### config.mk
export PLATFORM = sky130hd
export DESIGN_NAME = cs_dac_i2s_transmitter
export DESIGN_NICKNAME = d
export VERILOG_FILES = /design/src/rtl/cs_dac_i2s_transmitter.sv
export SDC_FILE = /design/constraint.sdc
export NUM_CORES = 1
export LEC_CHECK = 0
export CORE_UTILIZATION = 25
export DETAILED_ROUTE_END_ITERATION = 7
export HOLD_SLACK_MARGIN = 0.08
export SETUP_SLACK_MARGIN = 0.1
export SYNTH_ARGS = -nofsm -noshare
export SYNTH_HDL_FRONTEND = slang
export SYNTH_SLANG_ARGS = --single-unit
### constraint.sdc
create_clock -name clk -period 5.7 [get_ports clk]
set_input_delay 0.57 -clock clk [delete_from_list [all_inputs] [get_ports clk]]
set_output_delay 0.57 -clock clk [all_outputs]
set_load 0.02 [all_outputs]
### src/rtl/cs_dac_i2s_transmitter.sv
// cs_dac_i2s_transmitter: stream-to-I2S serializer for the CS4344 DAC.
// Buffers one stereo frame from the mixer and shifts it out as standard
// I2S. SCLK and LRCK are derived from clk. Optional build macro
// DAC_HOLD_ON_UNDERRUN_EN: on underrun, repeat the last transmitted frame
// instead of sending silence.
module cs_dac_i2s_transmitter #(
   parameter int unsigned AUDIO_WIDTH_P = 24,
   parameter int unsigned SLOT_WIDTH_P  = 32,
   parameter int unsigned SCLK_DIV_P    = 8
) (
   input  logic                     clk,
   input  logic                     rst_n,
   input  logic [AUDIO_WIDTH_P-1:0] dac_data,
   input  logic                     dac_valid,
   output logic                     dac_ready,
   input  logic                     dac_last,
   input  logic                     cmd_clear_flags,
   output logic                     i2s_sclk,
   output logic                     i2s_lrck,
   output logic                     i2s_sdata,
   output logic                     fs_strobe,
   output logic                     sr_underrun,
   output logic                     sr_sync_err
);

   localparam int unsigned DIV_W   = (SCLK_DIV_P > 2) ? $clog2(SCLK_DIV_P) : 1;
   localparam int unsigned FRAME_W = 2 * SLOT_WIDTH_P;
   localparam int unsigned BIT_W   = $clog2(FRAME_W);
   localparam int unsigned PAD_W   = SLOT_WIDTH_P - AUDIO_WIDTH_P;

   typedef enum logic [1:0] {
      WAIT_LEFT  = 2'd0,
      WAIT_RIGHT = 2'd1,
      FULL       = 2'd2
   } state_t;

   state_t                   state, state_nxt;
   logic [DIV_W-1:0]         div_cnt, div_nxt_c;
   logic [BIT_W-1:0]         bit_cnt, bit_nxt_c;
   logic [AUDIO_WIDTH_P-1:0] buf_l, buf_r;
   logic [FRAME_W-1:0]       shreg, frame_load_c;
   logic                     fall_c, bnd_c, accept_c;
   logic                     ready_nxt_c, store_l_c, store_r_c;
   logic                     load_c, under_c, sync_set_c;
`ifdef DAC_HOLD_ON_UNDERRUN_EN
   logic [FRAME_W-1:0]       last_frame;
`endif

   // Place a sample in its slot: one leading zero, MSB first, zero padding.
   function automatic logic [SLOT_WIDTH_P-1:0] slot_f(input logic [AUDIO_WIDTH_P-1:0] s);
      return {{PAD_W{1'b0}}, s} << (PAD_W - 1);
   endfunction

   // Timing strobes: SCLK falling edge, frame boundary, stream handshake.
   always_comb begin
      fall_c    = (div_cnt == DIV_W'(SCLK_DIV_P - 1));
      bnd_c     = fall_c && (bit_cnt == BIT_W'(FRAME_W - 1));
      accept_c  = dac_valid && dac_ready;
      div_nxt_c = fall_c ? '0 : div_cnt + 1'b1;
      bit_nxt_c = bnd_c ? '0 : bit_cnt + 1'b1;
   end

   // SCLK divider; SCLK is high for the upper half of the divide count.
   always_ff @(posedge clk or negedge rst_n) begin
      if (!rst_n) begin
         div_cnt  <= '0;
         i2s_sclk <= 1'b0;
      end else begin
         div_cnt  <= div_nxt_c;
         i2s_sclk <= (div_nxt_c >= DIV_W'(SCLK_DIV_P / 2));
      end
   end

   // Bit position within the frame, word select and frame strobe.
   always_ff @(posedge clk or negedge rst_n) begin
      if (!rst_n) begin
         bit_cnt   <= '0;
         i2s_lrck  <= 1'b0;
         fs_strobe <= 1'b0;
      end else begin
         fs_strobe <= bnd_c;
         if (fall_c) begin
            bit_cnt  <= bit_nxt_c;
            i2s_lrck <= (bit_nxt_c >= BIT_W'(SLOT_WIDTH_P));
         end
      end
   end

   // Input FSM state register.
   always_ff @(posedge clk or negedge rst_n) begin
      if (!rst_n) state <= WAIT_LEFT;
      else        state <= state_nxt;
   end

   // Input FSM next-state logic.
   always_comb begin
      state_nxt = state;
      case (state)
         WAIT_LEFT:  if (accept_c && !dac_last) state_nxt = WAIT_RIGHT;
         WAIT_RIGHT: if (accept_c && dac_last)  state_nxt = FULL;
         FULL:       if (bnd_c)                 state_nxt = WAIT_LEFT;
         default:                               state_nxt = WAIT_LEFT;
      endcase
   end

   // Input FSM decode; ready reopens one cycle after the buffer drains.
   always_comb begin
      ready_nxt_c = (state_nxt != FULL) && (state != FULL);
      store_l_c   = accept_c && !dac_last;
      store_r_c   = accept_c && dac_last && (state == WAIT_RIGHT);
      sync_set_c  = accept_c && dac_last && (state == WAIT_LEFT);
      load_c      = bnd_c && (state == FULL);
      under_c     = bnd_c && (state != FULL);
   end

   // Handshake register and one-frame sample buffer.
   always_ff @(posedge clk or negedge rst_n) begin
      if (!rst_n) begin
         dac_ready <= 1'b0;
         buf_l     <= '0;
         buf_r     <= '0;
      end else begin
         dac_ready <= ready_nxt_c;
         if (store_l_c) buf_l <= dac_data;
         if (store_r_c) buf_r <= dac_data;
      end
   end

   // Sticky status flags; a new error wins over a coincident clear.
   always_ff @(posedge clk or negedge rst_n) begin
      if (!rst_n) begin
         sr_underrun <= 1'b0;
         sr_sync_err <= 1'b0;
      end else begin
         if (under_c)              sr_underrun <= 1'b1;
         else if (cmd_clear_flags) sr_underrun <= 1'b0;
         if (sync_set_c)           sr_sync_err <= 1'b1;
         else if (cmd_clear_flags) sr_sync_err <= 1'b0;
      end
   end

   // Frame to load at the boundary: buffered frame, or the underrun fill.
   always_comb begin
      frame_load_c = '0;
      if (load_c) frame_load_c = {slot_f(buf_l), slot_f(buf_r)};
`ifdef DAC_HOLD_ON_UNDERRUN_EN
      else        frame_load_c = last_frame;
`endif
   end

`ifdef DAC_HOLD_ON_UNDERRUN_EN
   // Remember the last real frame so it can be repeated on underrun.
   always_ff @(posedge clk or negedge rst_n) begin
      if (!rst_n)      last_frame <= '0;
      else if (load_c) last_frame <= frame_load_c;
   end
`endif

   // Frame shift register, MSB out first on each SCLK falling edge.
   always_ff @(posedge clk or negedge rst_n) begin
      if (!rst_n) begin
         shreg     <= '0;
         i2s_sdata <= 1'b0;
      end else if (bnd_c) begin
         shreg     <= frame_load_c;
         i2s_sdata <= frame_load_c[FRAME_W-1];
      end else if (fall_c) begin
         shreg     <= shreg << 1;
         i2s_sdata <= shreg[FRAME_W-2];
      end
   end

endmodule

==> impl_metrics.py, run 1 <==
metrics = {
    "floorplanning": {
        "rows": 51,
        "dieArea_um2": 20410,
        "fp.dieH_um": 142.9,
        "io_pins": 36,
        "start_util": 0.2548,
        "die_w_um": 142.9,
        "coreArea_um2": 19460,
    },
    "global_route": {
        "grt_pass1_vias": 3183,
        "grtUsageTotal": 0.1075,
        "grt_overflow": 0,
        "grt_pass1_wl_um": 16640,
        "antenna_found_initial": 0,
        "grt_max_degree": 68,
    },
    "setup_path": {
        "cp-endpoint": "shreg[57]",
        "worstRegToRegCells": 7,
        "endpoint_kind": "flip-flop",
        "r2r_start": "div_cnt[0]",
        "crit_arrival_ns": 3.13,
        "critPathMaxFanout": 48,
        "rrSetupSlack_ns": 2.86,
        "worstReg2RegEnd": "shreg[57]",
        "crit_path_start_kind": "flip-flop",
        "crit_start": "div_cnt[0]",
        "required_ns": 5.99,
        "setup.worst_path.class": "flip-flop to flip-flop",
    },
    "clocking": {
        "clkTransAtPathRegs_ns": 0.06,
        "post_cts_resized": 0,
        "cts.sinks": 121,
        "cts_buffer_depth": 2,
        "htreeDepth": 4,
        "cts-hold-fix-buffers": 0,
        "cts_setup_buffers": 0,
        "clk_latency_ns": 0.41,
        "cts-buffers-inserted": 17,
        "cts_tree": "built",
        "cts_root_buf": "clkbuf_16",
    },
    "timing": {
        "fmaxAchievable_mhz": 351.9,
        "period_needed_ns": 2.842,
        "rsz0062_at_grt": "no",
        "tightestPinTransition_ns": 0.8368,
        "setup_viol": 0,
        "hold_viol_final": 0,
        "holdWs_ns": 0.2577,
        "slew_headroom": 0.4401,
        "slew_violations": 0,
        "fin_setup_tns_ns": 0,
        "post-route-period-util": 0.4986,
        "fin_worst_skew_ns": 0.006426,
    },
    "route": {
        "antenna_left": 0,
        "dr.pass1.iters": 4,
        "num_vias": 2934,
        "wirelength_um": 9865,
        "drc": 0,
        "wl_per_cell_um": 14.92,
        "drt_iter0_markers": 157,
        "vias_per_cell": 4.439,
    },
    "yosys": {
        "async_flop_share": 1.000,
        "synth_flop_cell": "dfrtp_1",
        "syn_inst": 347,
        "synthDistinctLibCells": 35,
        "synth_nets": 379,
        "synth-seq-cells": 121,
        "syn_avg_cell_area_um2": 14.29,
        "synth_edf_count": 0,
        "synth_area_um2": 4960,
        "yosysWarnings": 0,
        "synth.yosys.seq_area_share": 0.6105,
    },
    "run": {
        "maxCapViolations": 0,
    },
    "status": {
        "status": "finished, final reports clean",
    },
    "pwr": {
        "finalPower_w": 0.001930,
        "p_leak_nw": 2.908,
        "ir_worst_vdd_v": 0.0001799,
        "powerDensity_nw_per_um2": 315.0,
    },
    "cells_and_area": {
        "final_area_um2": 6126,
        "diodes": 0,
        "area_growth_pct": 23.51,
        "final_util": 0.3148,
        "layout-drive-gt1-share": 0.2323,
        "nets": 415,
        "num-fill-cells": 1932,
    },
    "placed_design": {
        "dpl_cell_area_um2": 5547,
        "dp_hpwl_um": 5869,
        "gp_congestion": 0.7057,
        "port_buffers": 35,
    },
    "worst_hold_path": {
        "min_path_type": "input pin to async pin",
    },
}
-- worst min-delay path by stage --
stage          startpoint           to  cells after the start  slack (ns)
3_5_place_dp   div_cnt[0]   div_cnt[0]                      1        0.44
6_report            rst_n  sr_sync_err                      1        0.26
2_1_floorplan       rst_n   bit_cnt[0]                      0        0.27
3_3_place_gp   div_cnt[0]   div_cnt[0]                      1        0.42
5_1_grt             rst_n  sr_sync_err                      1        0.32
4_1_cts             rst_n  sr_sync_err                      1        0.29
-- synth_stat cells, drive strengths merged, types with 2 or more instances --
master	instances	area, um^2
dfrtp	121	3028
mux2	50	630.6
a221o	47	470.5
nor2b	47	294.0
buf	16	115.1
nand2	14	52.55
o2bb2ai	9	78.83
clkbuf	8	30.03
nand3	4	20.02
ha	3	37.54
inv	3	11.26
nor2	3	11.26
a21oi	2	10.01
a22o	2	17.52
nand4	2	27.53
xnor2	2	17.52
-- worst max-delay path, cell delays in order, from the launching register on --
cell     delay (ns)
dfrtp_1        0.37
ha_1           0.18
ha_2           0.59
buf_4          0.44
nand4_4        0.18
o21a_1         0.22
buf_4          0.27
a221o_1        0.42
-- through the flow --
| stage | worst slack, ns | std cells |
|---|---|---|
| after floorplan | 3.862 | 347 |
| after global placement | 2.997 | 629 |
| after detailed placement | 2.893 | 629 |
| after CTS | 2.837 | 661 |
| after global routing | 2.593 | 661 |
| final | 2.858 | 661 |
-- cell usage in the layout (no fill, tap or decap), types with 4 or more instances in the layout --
master           instances
a221o_1                 47
buf_4                    7
clkbuf_16               17
clkdlybuf4s50_1         34
clkinvlp_4               7
dfrtp_1                121
mux2_2                  32
mux2_4                  18
nand2_1                 14
nand3_1                  4
nor2b_1                 47
o2bb2ai_1                9
-- power by group --
part	internal [W]	switching [W]
Combinational	0.0000178	0.0000217
Clock	0.000641	0.000389
Sequential	0.000860	0.00000000000000000000806
Total	0.00152	0.000411
-- flip-flops by register name, summed over array words and instances, names as in the netlist --
register	count
buf_l	24
shreg	56
div_cnt	3
sr_sync_err	1
buf_r	24
fs_strobe	1
sr_underrun	1
dac_ready	1
i2s_lrck	1
state	2
bit_cnt	6
i2s_sdata	1
-- layer usage --
metal / wire [um] / part of all wire / vias up / global-route usage
met5: 0 / 0 / - / 0
li1: - / - / 1355 / -
met3: 469 / 0.048 / 12 / 0.04158
met1: 4599 / 0.47 / 1507 / 0.1362
met4: 121 / 0.012 / 0 / 0.04018
met2: 4674 / 0.47 / 60 / 0.1654
-- area by class of cell --
class / count / area, um^2 / share of cell area
Sequential cell: 121 / 3028 / 0.4943
Clock inverter: 15 / 153.9 / 0.02512
Clock buffer: 17 / 425.4 / 0.06944
Inverter: 3 / 11.26 / 0.001838
Timing Repair Buffer: 41 / 392.9 / 0.06413
Tap cell: 265 / 331.6 / 0.05413
Multi-Input combinational cell: 199 / 1783 / 0.2911
-- cell families after synthesis --
logic type,Yosys count,synth area share
AOI/OAI and AO/OA,66,0.1259
xor gates and xnor gates,3,0.005299
adders and majority gates,3,0.007569
buffers and inverters,27,0.03153
DFF,121,0.6105
muxes,51,0.1292
and+or+nand+nor,76,0.09006
Power figures use the tool's default switching activity.
==> inputs of run 2 (changes only) <==
==> constraint.sdc (replaced) <==
create_clock -name clk -period 2.69 [get_ports clk]
set_input_delay 0.269 -clock clk [delete_from_list [all_inputs] [get_ports clk]]
set_output_delay 0.269 -clock clk [all_outputs]
set_load 0.02 [all_outputs]
==> impl_metrics.py, run 2 (same netlist as run 1, synthesis figures left out) <==
metrics = {
    "floorplanning": {
        "start_util": 0.2548,
        "coreArea_um2": 19460,
        "dieArea_um2": 20410,
        "io_pins": 36,
        "fp.dieH_um": 142.9,
        "rows": 51,
        "die_w_um": 142.9,
    },
    "setup_path": {
        "cp_cell_sequence": "ha_1 -> ha_2 -> nand4_4 -> o21a_1 -> buf_4 -> a221o_1",
        "cp_slowest_stage_delay_ns": 0.42,
        "required_ns": 2.97,
        "crit_path_start_kind": "flip-flop",
        "critPathMaxFanout": 48,
        "crit_slowest_cell": "a221o_1",
        "crit_arrival_ns": 2.32,
        "setup.worst_path.class": "flip-flop to flip-flop",
        "endpoint_kind": "flip-flop",
    },
    "run": {
        "maxCapViolations": 0,
    },
    "route": {
        "antenna_left": 0,
        "num_vias": 2996,
        "drt_iter0_markers": 248,
        "wl_per_cell_um": 15.08,
        "drc": 0,
        "dr.pass1.iters": 4,
        "wirelength_um": 10010,
        "vias_per_cell": 4.512,
    },
    "pwr": {
        "switching_share": 0.2097,
        "powerDensity_nw_per_um2": 635.4,
        "p_switching_w": 0.0008155,
        "ir_worst_vdd_v": 0.0003470,
        "pwr-share-clk": 0.507,
        "pwr-share-seq": 0.469,
        "p_comb_frac": 0.024,
        "p_leak_nw": 2.932,
        "p_int_w": 0.003073,
    },
    "cells_and_area": {
        "area_growth_pct": 23.39,
        "diodes": 0,
        "largest_reg_flops": 56,
        "final_cell_mix": "dfrtp_1, nor2b_1, a221o_1, clkdlybuf4s50_1, mux2_2",
        "final_util": 0.3144,
        "mostFrequentLayoutCell": "dfrtp_1",
        "top_register": "shreg",
        "nets": 419,
        "layout-drive-gt1-share": 0.2281,
        "reg.largest.list": "shreg: 56 flops, buf_l: 24 flops, buf_r: 24 flops",
        "num-fill-cells": 1919,
    },
    "global_route": {
        "grt_pass1_wl_um": 16860,
        "antenna_found_initial": 0,
        "grtUsageTotal": 0.1084,
        "grt_pass1_vias": 3216,
        "grt_max_degree": 56,
        "grt_overflow": 0,
    },
    "timing": {
        "period_needed_ns": 2.042,
        "setup_viol": 0,
        "fin_setup_tns_ns": 0,
        "tightestPinTransition_ns": 0.6113,
        "fin_worst_skew_ns": 0.008722,
        "slew_headroom": 0.5925,
        "rsz0062_at_grt": "no",
        "hold_viol_final": 0,
        "slew_violations": 0,
        "fmaxAchievable_mhz": 489.7,
        "post-route-period-util": 0.7591,
    },
    "clocking": {
        "cts-buffers-inserted": 17,
        "post_cts_resized": 0,
        "cts_buffer_depth": 2,
        "cts-hold-fix-buffers": 1,
        "cts_setup_buffers": 0,
        "htreeDepth": 4,
        "clkTransAtPathRegs_ns": 0.05,
        "cts_root_buf": "clkbuf_16",
        "cts_tree": "built",
        "cts.sinks": 121,
        "clk_latency_ns": 0.41,
    },
    "worst_hold_path": {
        "min_path_type": "input pin to async pin",
    },
    "placed_design": {
        "gp_congestion": 0.7356,
        "dp_hpwl_um": 5861,
        "port_buffers": 35,
    },
    "status": {
        "status": "finished, final reports clean",
    },
}
## run 2: cell type report
type | count | area, um^2 | share of cell area
multi-input combinational | 199 | 1783 | 0.2914
timing repair buffer | 45 | 450.4 | 0.07360
inverter | 3 | 11.26 | 0.001840
tap | 265 | 331.6 | 0.05418
sequential | 121 | 3028 | 0.4948
clock inverter | 9 | 51.30 | 0.008383
clock buffer | 22 | 464.2 | 0.07585
## run 2: path summary, 6_finish.rpt
check | startpoint | end | slack (ns) | depth (start not counted)
worst min register to register | div_cnt[0] | div_cnt[0] | 0.42 | 1
worst max register to register | div_cnt[0] | shreg[51] | 0.65 | 6
min in group clk | div_cnt[0] | div_cnt[0] | 0.42 | 1
worst max-delay path | div_cnt[0] | shreg[51] | 0.65 | 6
max in group asynchronous | rst_n | shreg[26] | 1.65 | 3
worst min-delay path | rst_n | i2s_sdata | 0.40 | 2
## run 2: per-stage QoR
stage	hold WS [ns]	cells	setup WS, ns	total power [W]	instance area [um^2]
detailed placement	0.3116	632	0.6134	0.001952	5594
finish	0.4021	664	0.6479	0.003888	6120
CTS	0.4182	664	0.6465	0.003941	6120
floorplan	-0.02659	347	0.8523	0.001856	4960
global route	0.4418	664	0.5396	0.004034	6120
global placement	0.3031	632	0.6403	0.001950	5594
## run 2: metal layers
| metal | vias to the layer above | global-route usage | share of wire |
|---|---|---|---|
| met3 | 4 | 0.03856 | 0.038 |
| met1 | 1569 | 0.1388 | 0.48 |
| met5 | - | 0 | 0 |
| li1 | 1365 | - | - |
| met2 | 58 | 0.1682 | 0.48 |
| met4 | 0 | 0.03905 | 0.0059 |
## run 2: worst max-delay path, delay by kind of cell (launching register included)
kind	cells	cell delay, ns
AO/OA/AOI/OAI	2	0.64
adder cells (fa/ha/maj)	2	0.45
buffers and inverters	1	0.29
flip-flops	1	0.34
AND/OR/NAND/NOR	1	0.16
## run 2: power by group through the flow
| stage | Combinational (W) | Clock (W) | Sequential (W) |
|---|---|---|---|
| 2_1_floorplan | 0.00000176 | 0 | 0.00185 |
| 3_3_place_gp | 0.0000964 | 0 | 0.00185 |
| 3_5_place_dp | 0.0000989 | 0 | 0.00185 |
| 4_1_cts | 0.000100 | 0.00202 | 0.00182 |
| 5_1_grt | 0.000106 | 0.00211 | 0.00182 |
| 6_report | 0.0000944 | 0.00197 | 0.00182 |
==> inputs of run 3 (changes only) <==
==> constraint.sdc (replaced) <==
create_clock -name clk -period 1.7 [get_ports clk]
set_input_delay 0.17 -clock clk [delete_from_list [all_inputs] [get_ports clk]]
set_output_delay 0.17 -clock clk [all_outputs]
set_load 0.02 [all_outputs]
==> impl_metrics.py, run 3 (same netlist as run 1, synthesis figures left out) <==
metrics = {
    "status": {
        "status": "finished, violations left",
        "violations": "negative setup slack",
    },
    "setup_path": {
        "required_ns": 1.99,
        "crit_slowest_cell": "dfrtp_1",
        "crit_family": "buffers and inverters",
        "setup.worst_path.class": "flip-flop to flip-flop",
        "cp_cell_sequence": "ha_4 -> ha_4 -> nand4_4 -> buf_6 -> nor3_4 -> buf_6 -> buf_16 -> a221o_1",
        "path_buf_inv": 3,
        "endpoint_kind": "flip-flop",
        "crit_path_start_kind": "flip-flop",
        "cp_slowest_stage_delay_ns": 0.40,
        "crit_arrival_ns": 2.01,
        "critPathMaxFanout": 12,
    },
    "placed_design": {
        "port_buffers": 35,
        "dpl_cell_area_um2": 5719,
        "dp_slack_ns": -0.1484,
        "gp_congestion": 0.7119,
        "dp_hpwl_um": 6096,
    },
    "clocking": {
        "cts-buffers-inserted": 17,
        "cts_buffer_depth": 2,
        "cts_root_buf": "clkbuf_16",
        "clkTransAtPathRegs_ns": 0.06,
        "clk_latency_ns": 0.41,
        "htreeDepth": 4,
        "cts_tree": "built",
        "cts.sinks": 121,
    },
    "route": {
        "wl_per_cell_um": 15.85,
        "wirelength_um": 10950,
        "dr.pass1.iters": 4,
        "vias_per_cell": 4.572,
        "drc": 0,
        "num_vias": 3159,
        "drt_iter0_markers": 231,
        "antenna_left": 0,
    },
    "pwr": {
        "ir_worst_vdd_v": 0.0005443,
        "p_leak_nw": 3.182,
        "finalPower_w": 0.006602,
        "powerDensity_nw_per_um2": 988.5,
    },
    "cells_and_area": {
        "num-fill-cells": 1863,
        "layout-drive-gt1-share": 0.3122,
        "final_util": 0.3432,
        "diodes": 0,
        "multiInputGateArea_um2": 1886,
        "top_register": "shreg",
        "largest_reg_flops": 56,
        "final_cell_mix": "dfrtp_1, nor2b_1, a221o_1, mux2_2, clkdlybuf4s50_1",
        "reg.largest.list": "shreg: 56 flops, buf_l: 24 flops, buf_r: 24 flops",
        "final_area_um2": 6679,
        "nets": 445,
        "seqCellArea_um2": 3030,
        "mostFrequentLayoutCell": "dfrtp_1",
        "area_growth_pct": 34.66,
    },
    "floorplanning": {
        "start_util": 0.2548,
        "rows": 51,
        "coreArea_um2": 19460,
        "io_pins": 36,
        "fp.dieH_um": 142.9,
        "die_w_um": 142.9,
        "dieArea_um2": 20410,
    },
    "timing": {
        "setup_ws_ns": -0.01745,
        "setup_viol": 9,
        "fin_worst_skew_ns": 0.005903,
        "rsz0062_at_grt": "yes",
        "fmaxAchievable_mhz": 582.3,
        "hold_viol_final": 0,
        "period_needed_ns": 1.717,
        "tightestPinTransition_ns": 0.4208,
        "fin_setup_tns_ns": -0.06214,
        "slew_headroom": 0.7195,
        "slew_violations": 0,
        "post-route-period-util": 1.010,
    },
    "global_route": {
        "grt_pass1_wl_um": 18000,
        "antenna_found_initial": 0,
        "grtUsageTotal": 0.1170,
        "grt_overflow": 0,
        "grt_max_degree": 49,
        "grt_pass1_vias": 3359,
    },
    "run": {
        "maxCapViolations": 0,
    },
    "worst_hold_path": {
        "min_path_type": "input pin to async pin",
    },
}
==> run 3: changes by cell type in the layout (fill, tap and decap cells not counted), sizes merged <==
cell	before	now
buf	10	34
bufinv	0	2
clkbuf	22	23
clkdlybuf4s50	34	32
clkinv	8	4
clkinvlp	1	5
dlygate4sd2	0	2
==> run 3: where the power goes <==
group | internal, W | total, W | switching, W
clock | 0.00226 | 0.00356 | 0.00130
combinational | 0.0000724 | 0.000155 | 0.0000824
sequential | 0.00288 | 0.00288 | 0.0000000000000000000228
==> run 3: cell type report <==
| cell class | count | share of cell area |
|---|---|---|
| Clock buffer | 21 | 0.07044 |
| Clock inverter | 11 | 0.01817 |
| Inverter | 3 | 0.001686 |
| Multi-Input combinational cell | 199 | 0.2823 |
| Sequential cell | 121 | 0.4537 |
| Tap cell | 265 | 0.04964 |
| Timing Repair Buffer | 71 | 0.1240 |
==> run 3: routing by layer <==
| metal | wire (um) | track usage | part of all wire |
|---|---|---|---|
| met5 | 0 | 0 | 0 |
| met3 | 481 | 0.03924 | 0.044 |
| met1 | 5179 | 0.1550 | 0.47 |
| met4 | 89 | 0.03735 | 0.0081 |
| met2 | 5201 | 0.1791 | 0.47 |
==> run 3: path summary, 6_finish.rpt <==
kind                                 start          end  slack, ns  cells after the start
setup / recovery                div_cnt[0]    shreg[58]      -0.02                      8
hold / removal                       rst_n    fs_strobe       0.25                      2
setup reg to reg                div_cnt[0]    shreg[58]      -0.02                      8
hold reg to reg                  i2s_sdata    i2s_sdata       0.49                      1
max in group asynchronous            rst_n    shreg[11]       0.85                      3
min in group clk           cmd_clear_flags  sr_sync_err       0.36                      2
==> run 3: per-stage QoR <==
| step | instances | hold slack, ns |
|---|---|---|
| CTS | 683 | 0.2404 |
| global route | 691 | 0.2734 |
| detailed placement | 641 | 0.1328 |
| global placement | 641 | 0.1229 |
| floorplan | 347 | -0.1256 |
| finish | 691 | 0.2501 |
==> run 3: timing repair <==
item | CTS | global route
buffers inserted | 6 | 4
cloned | 3 | 4
gates resized for setup | 16 | 18
hold buffers | 1 | 0
pin swaps | 6 | 5
setup endpoints to repair | 60 | 81
endpoints found under the hold margin | 44 | 0
==> run 3: worst reg2reg max path, stage by stage (launching register included) <==
cell and delay (ns):
dfrtp_1 0.40, ha_4 0.18, ha_4 0.17, nand4_4 0.07
buf_6 0.11, nor3_4 0.04, buf_6 0.15, buf_16 0.16
a221o_1 0.31
